==> src/rtl/bram_port_arbiter.sv <==
// bram_port_arbiter: round-robin, burst-limited sharing of one single-port BRAM between two requesters
// Ports: clk/reset (sync, active high); r0_*/r1_* requester beats (req/we/addr/d in, gnt/rvalid/q out);
// addr_o/ce_o/we_o/d_o drive the BRAM port one cycle after grant; q_i is BRAM read data (1-cycle latency).
module bram_port_arbiter #(
    parameter int DWIDTH    = 64,
    parameter int AWIDTH    = 8,
    parameter int MAX_BURST = 16,
    parameter int BCNT_BIT  = 5
) (
    input  logic              clk,
    input  logic              reset,
    input  logic              r0_req_i,
    input  logic              r0_we_i,
    input  logic [AWIDTH-1:0] r0_addr_i,
    input  logic [DWIDTH-1:0] r0_d_i,
    output logic              r0_gnt_o,
    output logic              r0_rvalid_o,
    output logic [DWIDTH-1:0] r0_q_o,
    input  logic              r1_req_i,
    input  logic              r1_we_i,
    input  logic [AWIDTH-1:0] r1_addr_i,
    input  logic [DWIDTH-1:0] r1_d_i,
    output logic              r1_gnt_o,
    output logic              r1_rvalid_o,
    output logic [DWIDTH-1:0] r1_q_o,
    output logic [AWIDTH-1:0] addr_o,
    output logic              ce_o,
    output logic              we_o,
    output logic [DWIDTH-1:0] d_o,
    input  logic [DWIDTH-1:0] q_i
);
    typedef enum logic [1:0] {IDLE, OWN0, OWN1} state_t;
    localparam logic [BCNT_BIT-1:0] MAXB = BCNT_BIT'(MAX_BURST);
    localparam logic [BCNT_BIT-1:0] ONE  = BCNT_BIT'(1);
    state_t              state_q, state_d;
    logic [BCNT_BIT-1:0] bcnt_q, bcnt_d;
    logic                last_q, last_d;
    logic                gnt0, gnt1;
    logic [AWIDTH-1:0]   addr_q;
    logic [DWIDTH-1:0]   d_q, q0_q, q1_q;
    logic                ce_q, we_q;
    logic                rd_p1_q, rd_p2_q, own_p1_q, own_p2_q;
    logic                r0_rv, r1_rv;

    always_comb begin
        state_d = state_q;
        bcnt_d  = bcnt_q;
        last_d  = last_q;
        gnt0    = 1'b0;
        gnt1    = 1'b0;
        case (state_q)
            // tie from idle goes to whoever was not served last
            IDLE: begin
                gnt0 = r0_req_i && (!r1_req_i || last_q);
                gnt1 = r1_req_i && !gnt0;
            end
            // owner keeps the port until its burst is used up while the other waits
            OWN0: begin
                gnt0 = r0_req_i && (!r1_req_i || bcnt_q < MAXB);
                gnt1 = r1_req_i && !gnt0;
            end
            OWN1: begin
                gnt1 = r1_req_i && (!r0_req_i || bcnt_q < MAXB);
                gnt0 = r0_req_i && !gnt1;
            end
            default: ;
        endcase
        if (gnt0) begin
            state_d = OWN0;
            bcnt_d  = (state_q != OWN0) ? ONE : (bcnt_q == MAXB) ? bcnt_q : bcnt_q + ONE;
            last_d  = 1'b0;
        end else if (gnt1) begin
            state_d = OWN1;
            bcnt_d  = (state_q != OWN1) ? ONE : (bcnt_q == MAXB) ? bcnt_q : bcnt_q + ONE;
            last_d  = 1'b1;
        end else begin
            state_d = IDLE;
            bcnt_d  = '0;
        end
    end

    always_ff @(posedge clk) begin
        if (reset) begin
            state_q  <= IDLE;
            bcnt_q   <= '0;
            last_q   <= 1'b1;
            addr_q   <= '0;
            d_q      <= '0;
            ce_q     <= 1'b0;
            we_q     <= 1'b0;
            rd_p1_q  <= 1'b0;
            rd_p2_q  <= 1'b0;
            own_p1_q <= 1'b0;
            own_p2_q <= 1'b0;
            q0_q     <= '0;
            q1_q     <= '0;
        end else begin
            state_q  <= state_d;
            bcnt_q   <= bcnt_d;
            last_q   <= last_d;
            ce_q     <= gnt0 || gnt1;
            we_q     <= gnt0 ? r0_we_i : (gnt1 && r1_we_i);
            if (gnt0 || gnt1) begin
                addr_q <= gnt1 ? r1_addr_i : r0_addr_i;
                d_q    <= gnt1 ? r1_d_i : r0_d_i;
            end
            // owner tag travels with each read so interleaved returns are routed correctly
            rd_p1_q  <= (gnt0 && !r0_we_i) || (gnt1 && !r1_we_i);
            own_p1_q <= gnt1;
            rd_p2_q  <= rd_p1_q;
            own_p2_q <= own_p1_q;
            if (r0_rv) q0_q <= q_i;
            if (r1_rv) q1_q <= q_i;
        end
    end

    assign r0_rv       = rd_p2_q && !own_p2_q && !reset;
    assign r1_rv       = rd_p2_q && own_p2_q && !reset;
    assign r0_gnt_o    = gnt0 && !reset;
    assign r1_gnt_o    = gnt1 && !reset;
    assign r0_rvalid_o = r0_rv;
    assign r1_rvalid_o = r1_rv;
    assign r0_q_o      = r0_rv ? q_i : q0_q;
    assign r1_q_o      = r1_rv ? q_i : q1_q;
    assign addr_o      = addr_q;
    assign d_o         = d_q;
    assign ce_o        = ce_q;
    assign we_o        = we_q;
endmodule

==> config.mk <==
export PLATFORM = sky130hd
export DESIGN_NAME = bram_port_arbiter
export DESIGN_NICKNAME = d
export VERILOG_FILES = /design/src/rtl/bram_port_arbiter.sv
export SDC_FILE = /design/constraint.sdc
export NUM_CORES = 1
export LEC_CHECK = 0
export CORE_AREA = 2 2 165 167
export CTS_CLUSTER_DIAMETER = 100
export DETAILED_ROUTE_END_ITERATION = 10
export DIE_AREA = 0 0 167 169
export GPL_TIMING_DRIVEN = 0
export PLACE_DENSITY = 0.82
export SYNTH_ARGS = -nofsm -noshare
export SYNTH_HDL_FRONTEND = slang
export SYNTH_SLANG_ARGS = --single-unit
==> constraint.sdc <==
create_clock -name clk -period 1.8 [get_ports clk]
set_input_delay 0.36 -clock clk [delete_from_list [all_inputs] [get_ports clk]]
set_output_delay 0.36 -clock clk [all_outputs]
set_load 0.005 [all_outputs]
## After elaboration in Yosys (flattened, before gate mapping)

Index checks and enable logic that the tools add are counted.

- $lt $le $gt $ge: 1
- Eq/ne operators: 5
- Multiplexer cells: 16
- $add $sub $neg: 1
- Reduce and logical (&&, ||, !) cells: 32

Operators with widths:

| operator | number |
|---|---|
| $mux 64 | 3 |
| $mux 5 | 5 |
| $logic_and 1x1->1 | 15 |
| $logic_not 1->1 | 9 |
| $mux 8 | 1 |
| $pmux 1 s3 | 2 |
| $add 5x1->5 const B | 1 |
| $eq 5x5->1 const B | 1 |
| $logic_or 1x1->1 | 5 |
| $lt 5x5->1 const B | 1 |
| $mux 1 | 4 |
| $eq 2x1->1 const B | 1 |
| $eq 2x2->1 const B | 1 |
| $logic_not 2->1 | 1 |
| $mux 2 | 1 |
| $ne 2x1->1 const B | 1 |
| $ne 2x2->1 const B | 1 |
| $reduce_bool 2->1 | 1 |
| $reduce_or 2->1 | 1 |

- Flip-flop bits (word level): 214

## Depth between registers and ports, before layout

- Depth in word-level cells: 8
- Gate-level depth with buffers: 7
- Mapped depth without buffers: 6

## Worst setup path after synthesis

Ideal clock, no wire load.

- Kind: in2out
- From: input reset
- To: output r0_q_o[57]
- Arrival: 1392 ps
- Data required time: 1440 ps
- Setup slack: 48 ps
- Path buffers: 3
- Cell stages on the path: 5
- Cells stage by stage: buf_2 -> nor3b_2 -> buf_4 -> buf_4 -> mux2_2

- Word-level cells in the longest chain between the ends: 3

RTL lines:

| what | line | source |
|---|---|---|
| from (decl) | 11 | `input logic reset,` |
| $logic_not 1->1 | 117 | `assign r0_rv = rd_p2_q && !own_p2_q && !reset;` |
| $logic_and 1x1->1 | 117 |  |
| net r0_rvalid_o | 17 | `output logic r0_rvalid_o,` |
| $mux 64 | - |  |
| to (decl) | 18 | `output logic [DWIDTH-1:0] r0_q_o,` |

The timed path passes the listed nets, and every way through them passes these cells.

## Worst setup path in the final report

- From: register own_p2_q
- To: output r0_q_o[22]

- Word-level cells in the longest chain between the ends: 4

RTL lines:

| what | line | source |
|---|---|---|
| from (decl) | 42 | `logic rd_p1_q, rd_p2_q, own_p1_q, own_p2_q;` |
| from (signal assigned) | 111 | `own_p2_q <= own_p1_q;` |
| $logic_not 1->1 | 117 |  |
| $logic_and 1x1->1 (2 in series) | 117 |  |
| $mux 64 | - |  |

No other way between the ends.

==> qor.yml <==
required_ns: 1.44
ant_nets: 0
overflow: 0
root_buffer: "clkbuf_16"
synthSimpleGateAreaFrac: 0.135
synth-main-ff-cell: "dfxtp_1"
synthAdderAreaFrac: 0.00267
synth.distinct_cells: 40
firstDrtPassIters: 4
violations: "negative setup slack"
h-tree-depth: 1
synth.top_cell.area_share: 0.457
tightest_slew_ns: 0.827
syn_avg_cell_area_sq_um: 10.2
synthXorXnorAreaFrac: 0.00187
skew_ns: 0.00783
via_count: 9592
hold_buffers: 0
fin_nets: 1686
power.leakage_nw: 7.28
max-vdd-ir-drop_uv: 777
synth_top_family_by_area: "compound AO/OA/AOI/OAI gates"
syn_area_sq_um: 9370
initialDrtViolationCount: 447
worst_slack_ns: -0.672
finalWeightedCongestion: 0.864
clk_pin_slew_worst_paths_ns: 0.06
synth_compound_area_frac: 0.186
clock-sinks: 214
worst_hold_slack_ns: 0.407
synth_seq_area_share: 0.457
period_share: 1.37
synth_top_area_cell: "dfxtp_1"
setup_viol: 170
numCtsBuffers: 24
yosys_warnings: 0
rsz0062_at_grt: "yes"
cts_tree: "yes"
netlist_top_cells_count: "214 x dfxtp_1, 130 x nor2b_1, 122 x mux2_2, 83 x nor2_1"
synth_edf_count: 0
synth_area_leaders: "dfxtp_1 46%, mux2_2 15%, nor2b_1 8.7%, a41oi_1 6.0%, a211oi_1 5.7%"
ys_async_sr_fraction: 0
die_w_um: 167
hp-class: "input port to register"
max-slew-margin-rel: 0.448
ys_ff_latch: 214
power.density_nw_per_um2: 756
period_minus_slack_ns: 2.47
critical_path_class: "register to output port"
globalRouteTotalUtil: 0.229
io_buffers: 416
cp_data_arrival_time_ns: 2.11
drv_slew: 0
via_per_inst: 5.24
final_core_utilization: 0.650
syn2layout_area_growth_pct: 83.8
io_pins: 420
hold_viol_final: 0
rows: 60
fmax_mhz: 404
total_power_mw: 13.0
cts_buffer_depth: 3
die-area_sq_um: 28200
status: "finished with violations"
synth_mux_area_frac: 0.156
core_sq_um: 26500
drv_cap: 0
antenna_found_initial: 3
synth.most_common_cell: "dfxtp_1"
clk_latency_ns: 0.53
grt_pass1_vias: 9409
worstPathMaxFanout: 5
grt_pass1_wl_mm: 52.1
drive_gt1_frac: 0.395
syn-num-nets: 1133
wl_per_cell_um: 21.4
crit_path_end_kind: "output port"
drt-total-wl_mm: 39.2
dp_hpwl_mm: 23.5
initial_utilization: 0.353
grt_max_degree: 14
dieHeight_um: 169
drc_errors: 0
startpoint_type: "register"
syn_inst: 917
[metrics by stage]
| step | instances | cell area (sq um) | setup TNS, ns | setup slack [ns] |
|---|---|---|---|---|
| after floorplan | 917 | 9370 | 0 | 0.0479 |
| after global placement | 1674 | 14000 | -98.14 | -0.757 |
| after detailed placement | 1674 | 14000 | -99.80 | -0.781 |
| after CTS | 1766 | 15700 | -73.10 | -0.803 |
| after global routing | 1831 | 17200 | -75.45 | -0.716 |
| final | 1831 | 17200 | -65.82 | -0.672 |
[power by group]
group / internal [mW] / switching, mW
combinational: 1.46 / 1.13
clock: 3.31 / 2.08
sequential: 4.94 / 0.112
[registers in the layout, summed over array words and instances (netlist names)]
register  cells
d_o          64
q0_q         64
q1_q         64
addr_o        8
bcnt_q        5
state_q       2
ce_o          1
last_q        1
own_p1_q      1
own_p2_q      1
rd_p1_q       1
rd_p2_q       1
we_o          1
[final timing paths]
path | start | end | slack (ns) | cells past startpoint
setup / recovery | own_p2_q$_SDFF_PP0_ | r0_q_o[22] | -0.67 | 8
hold / removal | r0_d_i[46] | d_o[46]$_SDFFE_PP0P_ | 0.41 | 3
setup reg to reg | state_q[1]$_SDFF_PP0_ | d_o[0]$_SDFFE_PP0P_ | -0.09 | 11
hold reg to reg | rd_p1_q$_SDFF_PP0_ | rd_p2_q$_SDFF_PP0_ | 0.43 | 1
[cells by family (layout without fill, tap and decap cells)]
| family | after synthesis | after routing |
|---|---|---|
| other | 0 | 3 |
| AND/OR/NAND/NOR | 233 | 233 |
| buffers and inverters | 102 | 672 |
| XOR/XNOR | 2 | 2 |
| flip-flops | 214 | 214 |
| adder cells (fa/ha/maj) | 2 | 2 |
| AO/OA/AOI/OAI | 234 | 234 |
| multiplexers | 130 | 130 |
[critical path: stages (launching register included)]
cell and delay, ns:
dfxtp_2 0.33, nor3b_4 0.25, buf_8 0.20, buf_8 0.12, buf_6 0.09, buf_6 0.09
buf_6 0.09, mux2_4 0.30, buf_6 0.12
[per-layer routing]
| metal | vias up | GRT usage | routed length [um] |
|---|---|---|---|
| li1 | 4404 | - | - |
| met1 | 4647 | 0.250 | 14500 |
| met2 | 433 | 0.430 | 20200 |
| met3 | 108 | 0.0599 | 2970 |
| met4 | 0 | 0.0746 | 1440 |
| met5 | - | 0 | 0 |
[placed cells by master (no fill, tap or decap), types with 10 or more instances in the layout]
cell type	count
nor2b_1	130
o21ai_2	29
clkdlybuf4s50_1	271
o21ai_1	10
o21ai_4	17
buf_12	11
nor2_1	82
mux2_2	15
buf_4	54
mux2_4	114
clkbuf_1	29
dfxtp_1	210
a211oi_1	32
buf_8	23
buf_6	155
o21ai_0	19
a41oi_1	64
buf_2	16
clkbuf_2	44
a211oi_2	40
clkbuf_16	28
[repair_timing]
item,in CTS,in global routing
pin swaps,4,102
resized for setup,533,546
cloned,8,9
setup endpoints to repair,206,205
endpoints found under the hold margin,0,0
buffers inserted,41,72
[layout make-up]
| type | instances | area [sq um] |
|---|---|---|
| flip-flops and latches | 214 | 4290 |
| well taps | 341 | 427 |
| fillers | 1890 | 9290 |
| diodes | 3 | 7.51 |
| repair buffers | 532 | 5420 |
| clock inverters | 9 | 159 |
| plain buffers | 91 | 712 |
| clock buffers | 34 | 708 |
| inverters | 6 | 27.5 |
| multi-input cells | 601 | 5460 |
(Power assumes the default switching activity.)
==> RTL edit 1, RTL diff (same flow settings) <==
`BCNT_BIT`: 5 -> 4.
--- a/src/rtl/bram_port_arbiter.sv
+++ b/src/rtl/bram_port_arbiter.sv
@@ -7,3 +7,3 @@
     parameter int MAX_BURST = 16,
-    parameter int BCNT_BIT  = 5
+    parameter int BCNT_BIT  = 4
 ) (
Behaviour: not the same (a bounded check fails within 4 cycles, from zero or initial values and one cycle with reset high).
==> RTL edit 1 against the original RTL <==
The run still ends with setup timing left; setup slack got worse by 14 ps; synthesized area down 6.8%; via count is 13% lower; critical path depth grew 1; power fell by 9.8%; synthesized cell count down 7.6%; final cell count is 4.6% lower; sequential cell count decreased by 5; combinational power is 16% lower; wire length shrank 12%; final area down 7.7%; worst hold slack lost 70 ps.
==> RTL edit 1: results (changes against the original RTL) <==
[worst_hold_path]
hold-path-cell-count=4  ; +1

[placement]
dp_hpwl_mm=22.5  ; -4.3%
dpl_worst_slack_ps=-1240  ; -456 ps
io_buffers=418  ; +0.48%

[global_routing]
gr-usage-all-layers_pct=22.1  ; -0.78 points
grtUsageMet1_pct=24.4  ; -0.63 points
number_of_global_route_vias_before_repair=8720  ; -7.3%

[synth]
synth.net_count=1061  ; -6.4%
synth.mux.area_fraction_pct=16.6  ; +1.0 points
synth_top_cells_by_area=dfxtp_1 (48%), mux2_1 (11%), nor2b_1 (9.4%)
yosys.area_share.xor_xnor_pct=0  ; -0.19 points
ys_seq_area_share_pct=47.9  ; +2.2 points
synth.top_cells.by_count=dfxtp_1 (209), nor2b_1 (131), nor2_1 (128)

[drt]
m1WireLength_mm=12.9  ; -11%
route.top_layer_used=met5
avgRoutedWirePerCell_um=19.6  ; -8.2%
detailedRoute.firstIterationViolations=355  ; -21%
detailroute.wirelength.met2_mm=17.8  ; -12%
totalWireLength_mm=34.3  ; -12%
num_vias=8312  ; -13%

[clock_network]
worstSkewPairLatency_ps=510  ; -20 ps

[sta]
setup_ws_ps=-686  ; -13.8 ps
setup_violations=133  ; -22%
tightestPinTransition_ps=850  ; +23.0 ps
clock_skew_ps=15.1  ; +7.26 ps

[status]
failed_checks=setup timing
outcome=complete, but fails checks

[pwr]
power_leakage_nw=6.91  ; -5.1%
combinational_share_of_power_pct=18.5  ; -1.3 points

[critical_path]
critical_path.reg2reg.endpoint=q0_q[27]

[RTL edit 1: cell types whose count changed after synthesis, sizes merged, moves of 13 or more]
cell	change
a21oi	+23
buf	-13
nor2	+93
clkbuf	-20
o21ai	-73
nand2	+22
nor4	+48
a211oi	-48
a41oi	-72
[RTL edit 1: cell type report]
type	instances	area [um^2]
antenna	3	7.51
buffer	58	464
clock buffer	35	681
clock inverter	4	45.0
fill	2076	10600
inverter	1	3.75
multi-input combinational	574	4710
sequential	209	4200
tap	341	427
timing repair buffer	522	5360
[RTL edit 1: metrics by stage]
step	hold slack (ps)	setup TNS, ps	util, %
floorplan	414	0	-
global placement	426	-222230	50.3
detailed placement	424	-235560	50.3
CTS	295	-80030	57.9
global route	354	-73200	60.0
finish	337	-64320	60.0
[RTL edit 1: worst reg2reg max path, delay by kind of cell (launching register included)]
family / cells / cell delay, ps
multiplexers: 1 / 300
flip-flops: 1 / 330
buffers and inverters: 5 / 670
AND/OR/NAND/NOR: 2 / 400
==> RTL edit 2, RTL diff (config.mk and constraints unchanged) <==
Without the edit above. The 3 states of `state_t` get a one-hot encoding in 3 bits.
--- a/src/rtl/bram_port_arbiter.sv
+++ b/src/rtl/bram_port_arbiter.sv
@@ -31,3 +31,3 @@
 );
-    typedef enum logic [1:0] {IDLE, OWN0, OWN1} state_t;
+    typedef enum logic [2:0] {IDLE = 3'b001, OWN0 = 3'b010, OWN1 = 3'b100} state_t;
     localparam logic [BCNT_BIT-1:0] MAXB = BCNT_BIT'(MAX_BURST);
Formal check against the unedited RTL: no difference found for any inputs over 4 cycles, from zero or initial values and one cycle with reset high; so few cycles prove little.
==> RTL edit 2 against the original RTL <==
The flow still finishes with violations (setup timing); setup slack improved by 100 ps; die area unchanged; synthesized area increased by 2.8%; sequential cell count increased by 1; register-to-register slack got worse by 110 ps; wire length increased by 0.34%; global-route usage increased by 3.0 points; count of clock-buffer cells in the layout unchanged; final area decreased by 0.57%; power increased by 11%; critical endpoint is now r1_q_o[49]; largest power group is now sequential cells.
==> RTL edit 2: results (changes against the original RTL) <==
[synth]
synth.net_count=1114  ; -1.7%
ys_types=41  ; +2.5%
ys_seq_area_share_pct=44.7  ; -1.1 points
synth.top_cells.by_count=dfxtp_1 (215), nor2b_1 (203), mux2_1 (98)
synth_top_cells_by_area=dfxtp_1 (45%), nor2b_1 (13%), mux2_1 (11%)

[sta]
tightestPinTransition_ps=761  ; -66.8 ps
setup_violations=204  ; +20%
clock_skew_ps=12.1  ; +4.32 ps
holdWs_ps=403  ; -3.83 ps
setup_ws_ps=-572  ; +100 ps

[drt]
num_vias=9052  ; -5.6%
route.top_layer_used=met4
totalWireLength_mm=39.3  ; +0.34%
detailroute.wirelength.met2_mm=20.2  ; -0.29%
met3WireLength_mm=3.13  ; +5.4%
m1WireLength_mm=14.5  ; about the same
detailedRoute.firstIterationViolations=410  ; -8.3%

[pwr]
power_leakage_nw=7.50  ; +3.0%
power.switching_mw=4.01  ; +21%

[critical_path]
largest_delay_share_family_worst_path=buffers and inverters
cpPeakStageDelay_ps=350  ; +20 ps
r2r_cells=9  ; -2
critical_path.reg2reg.endpoint=d_o[58]
ff2ff_setup_slack_ps=-200  ; -110 ps
critical_path.reg2reg.startpoint=state_q[0]
end_point_of_the_critical_path=r1_q_o[49]

[global_routing]
number_of_global_route_vias_before_repair=9792  ; +4.1%
grt_first_pass_wirelength_mm=57.2  ; +9.7%
gr-usage-all-layers_pct=25.9  ; +3.0 points
grtUsageMet1_pct=26.8  ; +1.8 points
grt_util_met2_pct=48.5  ; +5.4 points
number_of_antenna_violations_at_the_first_check_in_global_routing=5  ; +2

[placement]
dpl_worst_slack_ps=-1410  ; -630 ps
dpl-instance-area_um2=14200  ; +2.1%
dp_cells=1657  ; -1.0%
io_buffers=418  ; +0.48%
dp_hpwl_mm=24.3  ; +3.5%
finalWeightedCongestion=0.844  ; -2.3%

[worst_hold_path]
min_to=d_o[40]

[status]
outcome=complete, but fails checks
failed_checks=setup timing

[clock_network]
tritoncts.num_buffers=25  ; +4.2%
number_of_instances_resized_during_post_cts_repair=862  ; +62%

RTL edit 2: cell families (layout without fill, tap and decap cells):
kind of cell	Yosys count	in the layout	synth area share, %
compound gates	92	92	13.0
fa+ha+maj	2	2	0.260
buf+inv	78	648	4.12
mux	128	128	15.0
flops	215	215	44.7
simple gates	379	379	22.6
xor+xnor	4	4	0.364
other cells	0	5	0
RTL edit 2: layout make-up:
class                      count  area (um^2)
fill                        1981         9390
timing repair buffer         530         5550
multi-input combinational    605         5450
sequential                   215         4320
clock buffer                  34          689
buffer                        67          499
tap                          341          427
clock inverter                 8          135
inverter                       9         38.8
antenna                        5         12.5
RTL edit 2: power by group through the flow:
stage / Sequential [mW] / Clock, mW / Combinational [mW]
2_1_floorplan: 5.60 / 0 / 1.53
3_3_place_gp: 5.59 / 0 / 3.41
3_5_place_dp: 5.59 / 0 / 3.44
4_1_cts: 5.51 / 5.26 / 3.73
5_1_grt: 5.57 / 5.46 / 4.02
6_report: 5.52 / 5.20 / 3.75
